==> src/rtl/axi_lite_slave_regs.sv <==
// axi_lite_slave_regs
//   AXI4-Lite slave register bank. AW and W are captured independently and
//   committed together with byte strobes; one B response per write. Reads
//   return registered data one cycle after the AR handshake.
//
//   Optional build macro: AXIL_SLV_DECERR_EN
//     defined   -> address bits above the register index must be zero,
//                  otherwise writes are dropped / reads return 0, resp SLVERR.
//     undefined -> upper address bits ignored (aliasing), resp always OKAY.
//
// Ports
//   aclk, areset_n          clock, async active-low reset
//   awaddr/awvalid/awready  write address channel
//   wdata/wstrb/wvalid/wready write data channel
//   bresp/bvalid/bready     write response channel
//   araddr/arvalid/arready  read address channel
//   rdata/rresp/rvalid/rready read data channel
//   regs_out                flat register bank, reg i at [i*DATA_WIDTH +: DATA_WIDTH]
module axi_lite_slave_regs #(
    parameter int ADDR_WIDTH = 32,
    parameter int DATA_WIDTH = 32,
    parameter int STRB_WIDTH = DATA_WIDTH / 8,
    parameter int NUM_REGS   = 16
) (
    input  logic                           aclk,
    input  logic                           areset_n,
    input  logic [ADDR_WIDTH-1:0]          awaddr,
    input  logic                           awvalid,
    output logic                           awready,
    input  logic [DATA_WIDTH-1:0]          wdata,
    input  logic [STRB_WIDTH-1:0]          wstrb,
    input  logic                           wvalid,
    output logic                           wready,
    output logic [1:0]                     bresp,
    output logic                           bvalid,
    input  logic                           bready,
    input  logic [ADDR_WIDTH-1:0]          araddr,
    input  logic                           arvalid,
    output logic                           arready,
    output logic [DATA_WIDTH-1:0]          rdata,
    output logic [1:0]                     rresp,
    output logic                           rvalid,
    input  logic                           rready,
    output logic [NUM_REGS*DATA_WIDTH-1:0] regs_out
);

    localparam int IDX_W   = $clog2(NUM_REGS);
    localparam int IDX_LSB = $clog2(STRB_WIDTH);

    typedef enum logic { W_COLLECT, W_RESP } w_state_t;
    typedef enum logic { R_IDLE,    R_RESP } r_state_t;

    w_state_t w_state;
    r_state_t r_state;

    logic [NUM_REGS-1:0][DATA_WIDTH-1:0] regs;

    logic                  aw_held;
    logic                  w_held;
    logic [IDX_W-1:0]      aw_idx_q;
    logic                  aw_oor_q;
    logic [DATA_WIDTH-1:0] w_data_q;
    logic [STRB_WIDTH-1:0] w_strb_q;

    logic [IDX_W-1:0]      aw_idx;
    logic [IDX_W-1:0]      ar_idx;
    logic                  aw_oor;
    logic                  ar_oor;

    assign aw_idx = awaddr[IDX_LSB +: IDX_W];
    assign ar_idx = araddr[IDX_LSB +: IDX_W];

`ifdef AXIL_SLV_DECERR_EN
    assign aw_oor = |awaddr[ADDR_WIDTH-1:IDX_LSB+IDX_W];
    assign ar_oor = |araddr[ADDR_WIDTH-1:IDX_LSB+IDX_W];
`else
    assign aw_oor = 1'b0;
    assign ar_oor = 1'b0;
`endif

    // Byte-offset bits (and upper bits when decode is off) are don't-care.
    logic unused_addr_bits;
    assign unused_addr_bits = ^{awaddr, araddr};

    assign awready  = (w_state == W_COLLECT) && !aw_held;
    assign wready   = (w_state == W_COLLECT) && !w_held;
    assign arready  = (r_state == R_IDLE);
    assign regs_out = regs;

    // Write path: flags persist across any AW/W gap; commit happens on the
    // edge after both are held, which is also when bvalid rises.
    always_ff @(posedge aclk or negedge areset_n) begin
        if (!areset_n) begin
            w_state  <= W_COLLECT;
            aw_held  <= 1'b0;
            w_held   <= 1'b0;
            aw_idx_q <= '0;
            aw_oor_q <= 1'b0;
            w_data_q <= '0;
            w_strb_q <= '0;
            bvalid   <= 1'b0;
            bresp    <= 2'b00;
            regs     <= '0;
        end else begin
            case (w_state)
                W_COLLECT: begin
                    if (awvalid && awready) begin
                        aw_held  <= 1'b1;
                        aw_idx_q <= aw_idx;
                        aw_oor_q <= aw_oor;
                    end
                    if (wvalid && wready) begin
                        w_held   <= 1'b1;
                        w_data_q <= wdata;
                        w_strb_q <= wstrb;
                    end
                    if (aw_held && w_held) begin
                        if (!aw_oor_q) begin
                            for (int b = 0; b < STRB_WIDTH; b++) begin
                                if (w_strb_q[b])
                                    regs[aw_idx_q][b*8 +: 8] <= w_data_q[b*8 +: 8];
                            end
                        end
                        bvalid  <= 1'b1;
                        bresp   <= aw_oor_q ? 2'b10 : 2'b00;
                        w_state <= W_RESP;
                    end
                end
                W_RESP: begin
                    if (bready) begin
                        bvalid  <= 1'b0;
                        aw_held <= 1'b0;
                        w_held  <= 1'b0;
                        w_state <= W_COLLECT;
                    end
                end
                default: w_state <= W_COLLECT;
            endcase
        end
    end

    // Read path: samples regs before any same-edge commit, so a colliding
    // read returns the pre-write value.
    always_ff @(posedge aclk or negedge areset_n) begin
        if (!areset_n) begin
            r_state <= R_IDLE;
            rvalid  <= 1'b0;
            rdata   <= '0;
            rresp   <= 2'b00;
        end else begin
            case (r_state)
                R_IDLE: begin
                    if (arvalid) begin
                        rdata   <= ar_oor ? '0 : regs[ar_idx];
                        rresp   <= ar_oor ? 2'b10 : 2'b00;
                        rvalid  <= 1'b1;
                        r_state <= R_RESP;
                    end
                end
                R_RESP: begin
                    if (rready) begin
                        rvalid  <= 1'b0;
                        r_state <= R_IDLE;
                    end
                end
                default: r_state <= R_IDLE;
            endcase
        end
    end

endmodule

==> config.mk <==
export PLATFORM = sky130hd
export DESIGN_NAME = axi_lite_slave_regs
export DESIGN_NICKNAME = d
export VERILOG_FILES = /design/src/rtl/axi_lite_slave_regs.sv
export SDC_FILE = /design/constraint.sdc
export NUM_CORES = 1
export LEC_CHECK = 0
export ABC_CLOCK_PERIOD_IN_PS = 2300
export CORE_AREA = 2 2 253 255
export DETAILED_ROUTE_END_ITERATION = 8
export DIE_AREA = 0 0 255 257
export PLACE_DENSITY = 0.75
export SKIP_CTS_REPAIR_TIMING = 1
export SYNTH_ARGS = -nofsm -noshare
export SYNTH_HDL_FRONTEND = slang
export SYNTH_SLANG_ARGS = --single-unit
export TNS_END_PERCENT = 20
==> constraint.sdc <==
create_clock -name aclk -period 2.3 [get_ports aclk]
set_input_delay 0.23 -clock aclk [delete_from_list [all_inputs] [get_ports aclk]]
set_output_delay 0.23 -clock aclk [all_outputs]
set_load 0.05 [all_outputs]
==> impl_results.md <==
- Crit. Startpoint: aw_idx_q[0]$_DFFE_PN0P_
- Most frequent cells in the layout: sky130_fd_sc_hd__clkdlybuf4s50_1, sky130_fd_sc_hd__dfrtp_1, sky130_fd_sc_hd__mux2_2, sky130_fd_sc_hd__mux2i_1, sky130_fd_sc_hd__nand2_1
- Cell type of the slowest stage on the worst timing path: sky130_fd_sc_hd__nor3_2
- Cell area after placement: 34,000 µm²
- Outcome: completed
- Non-Filler Cell Area, Final: 36,000 µm²
- Number of synthesized flops with an enable pin: 0
- CP required: 2.77 ns
- Fillers: 4,969
- Setup TNS Final: 0 ns
- Initial core utilization: 42.2%
- Dominant cells by area after synthesis: sky130_fd_sc_hd__dfrtp_1, sky130_fd_sc_hd__mux2_2, sky130_fd_sc_hd__mux2i_1
- Initial DRT Pass Iterations: 5
- Post-Synthesis Cell Area: 26,400 µm²
- Slack of the worst reg-to-reg path: 0.1 ns
- Routed length per instance: 27.4 µm
- Share of cells above drive strength 1: 30.5%
- Standard-cell row count: 92
- Final cycle utilization of the critical path: 95.8%
- Most frequent standard cell in the layout excluding fill and tap cells: sky130_fd_sc_hd__clkdlybuf4s50_1
- Sum of routed wire length over all layers: 94,400 µm
- Data arrival time of the critical path: 2.68 ns
- Average cell area after synthesis: 13.7 µm²
- Kind of path behind the tightest hold check: input port to async pin
- Total clock buffers created by CTS: 66
- Clock-pin slew of the registers on the worst-case setup and hold paths: 0.06 ns
- Number of clock sinks seen by CTS: 590
- Placer Congestion: 0.918
- Total global routing overflow: 0
- Clock tree from TritonCTS: built
- Unrepaired setup endpoints after global routing: false
- Overall die width: 255 µm
- Number of nets in the layout: 2,667
- Cell chain of the critical path: nand2b_1 -> nor3_2 -> nand2_2 -> mux2_2
- Area of the die: 65,500 µm²
- Number of instances in the synthesized netlist: 1,927
- DRC errors left: 0
- Routed Antenna Nets: 0
- All-Layer GR Usage: 28.7%
- Share of synthesized flip-flops with an asynchronous set or reset: 100%
- Max Clock Skew: 0.0245 ns
- Critical Path Start Type: flop
- Smallest setup slack after layout: 0.0973 ns
- R2R Path Start: aw_idx_q[0]$_DFFE_PN0P_
- Leading area contributor after synthesis: sky130_fd_sc_hd__dfrtp_1
- Via count of the first global-routing pass: 20,160
- Total power after layout: 60.4 mW
- Via density per instance: 5.61
- Vias after detailed routing: 19,336
- Final critical path time including I/O delays and setup: 2.20 ns
- Destination of the critical timing path: regs_out[69]$_DFFE_PN0P_
- Worst Reg2Reg Path Length in Cells: 4
- Worst setup slack after placement: -0.0738 ns
- Crit path capture type: flop
- Root buffer selected by CTS: sky130_fd_sc_hd__clkbuf_16
- Worst hold slack across all endpoints: 0.121 ns
- Critical register-to-register path endpoint: regs_out[69]$_DFFE_PN0P_
- Largest fanout on the critical path: 9
- Total of max-cap violations: 0
- Number of buffers between clock root and the deepest sink: 3
- Pin count of the biggest net entering global routing: 84
- Max-slew violation count: 0
- Area added between synthesis and finish: 36.3%
- Global-route wire length before repair: 138,000 µm
- PwrDens: 1680 nW/µm²
- Quantity of I/O buffers inserted on ports: 599
- Die height: 257 µm
- Type of the worst setup path: flop to flop
- Count of endpoints failing hold in the final timing report: 0
- Boundary pin count: 660
- Unique cell type count in the Yosys netlist: 36
- Sequential area share after synthesis: 55.8%
- Predominant post-synthesis flop cell: sky130_fd_sc_hd__dfrtp_1
- H-Tree Depth: 3
- ANT cells: 0
- Normalized max-slew margin: 52.7%
- Detailed Place HPWL: 65,000 µm
- Yosys warns: 0
- Fraction of synthesized cell area taken by the top area cell type: 55.8%
- Least-Margin Pin Slew: 0.708 ns
- Largest stage delay on the critical path: 0.54 ns
- Worst-Skew Late Latency: 0.60 ns
- Total core area: 62,700 µm²
- Detailed router's first-iteration violation count: 1,201
- Number of antenna violations at the first check in global routing: 4
- Area used by sequential logic in the layout: 14,800 µm²
- Worst VDD drop: 1110 µV
- Setup violation total in the final timing report: 0
- Leakage Power: 16.7 nW
- Upper clock frequency limit: 454 MHz
- Multi-input logic area: 11,200 µm²
- Number of synthesized register bits: 590
==> metrics by stage <==
| step | utilization, % | instances |
|---|---|---|
| after floorplan | - | 1930 |
| after global placement | 54.1 | 3337 |
| after detailed placement | 54.1 | 3337 |
| after CTS | 57.4 | 3446 |
| after global routing | 57.5 | 3447 |
| final | 57.5 | 3447 |
==> critical path: cells and delay by family, from the launching register on <==
family,cells,cell delay [ns]
DFF,1,0.49
and+or+nand+nor,3,1.21
muxes,1,0.39
==> per-layer routing <==
metal	GRT usage, %	share of wire [%]
met1	36.6	40
met2	46.3	48
met3	7.28	7.8
met4	12.4	4.3
met5	0	0.047
==> report_power, final <==
part / internal, mW / switching, mW
clock: 5.85 / 4.27
combinational: 10.9 / 19.7
sequential: 14.6 / 5.06
==> synth_stat cells (2+ instances only) <==
cell type                  count
sky130_fd_sc_hd__a21o_1        2
sky130_fd_sc_hd__a21oi_1       9
sky130_fd_sc_hd__a22oi_1      96
sky130_fd_sc_hd__and2_1        4
sky130_fd_sc_hd__buf_1        12
sky130_fd_sc_hd__buf_2        34
sky130_fd_sc_hd__buf_4         9
sky130_fd_sc_hd__clkbuf_1     63
sky130_fd_sc_hd__dfrtp_1     590
sky130_fd_sc_hd__inv_1         3
sky130_fd_sc_hd__mux2_1       17
sky130_fd_sc_hd__mux2_2      535
sky130_fd_sc_hd__mux2i_1     256
sky130_fd_sc_hd__nand2_1     107
sky130_fd_sc_hd__nand2_2      34
sky130_fd_sc_hd__nand2b_1      6
sky130_fd_sc_hd__nand3_1      73
sky130_fd_sc_hd__nand4_1      24
sky130_fd_sc_hd__nor2_1       11
sky130_fd_sc_hd__nor2_2        8
sky130_fd_sc_hd__nor2_4       12
sky130_fd_sc_hd__nor2b_1       2
sky130_fd_sc_hd__nor3_1        2
sky130_fd_sc_hd__nor3_2        4
sky130_fd_sc_hd__or2_2         3
==> area by class of cell <==
type / instances / area share, %
well taps: 846 / 2.94
flip-flops and latches: 590 / 41.0
repair buffers: 680 / 19.2
clock buffers: 90 / 5.22
inverters: 3 / 0.0312
clock inverters: 19 / 0.500
multi-input cells: 1219 / 31.1
==> sequential cells by signal, indices dropped and copies added (netlist names) <==
signal / flops
regs_out: 512
bvalid: 1
aw_held: 1
w_held: 1
aw_idx_q: 4
w_data_q: 32
r_state: 1
w_state: 1
rdata: 32
w_strb_q: 4
rvalid: 1
==> logic make-up (layout without fill, tap and decap cells) <==
group / Yosys count / after routing / synth area share (%)
multiplexers: 808 / 808 / 33.2
flip-flops: 590 / 590 / 55.8
AND/OR/NAND/NOR: 298 / 298 / 5.97
buffers and inverters: 121 / 792 / 2.01
AO/OA/AOI/OAI: 109 / 109 / 2.99
other: 1 / 4 / 0.0142
==> worst min-delay path by stage <==
stage	from	endpoint	slack, ns	depth (start not counted)
global placement	areset_n	regs_out[117]$_DFFE_PN0P_	0.16	1
finish	areset_n	regs_out[53]$_DFFE_PN0P_	0.12	2
CTS	areset_n	regs_out[53]$_DFFE_PN0P_	-0.48	1
floorplan	areset_n	aw_held$_DFFE_PN0P_	-0.07	0
detailed placement	areset_n	regs_out[53]$_DFFE_PN0P_	0.16	1
global route	areset_n	regs_out[53]$_DFFE_PN0P_	0.13	2
(Power assumes the default switching activity.)
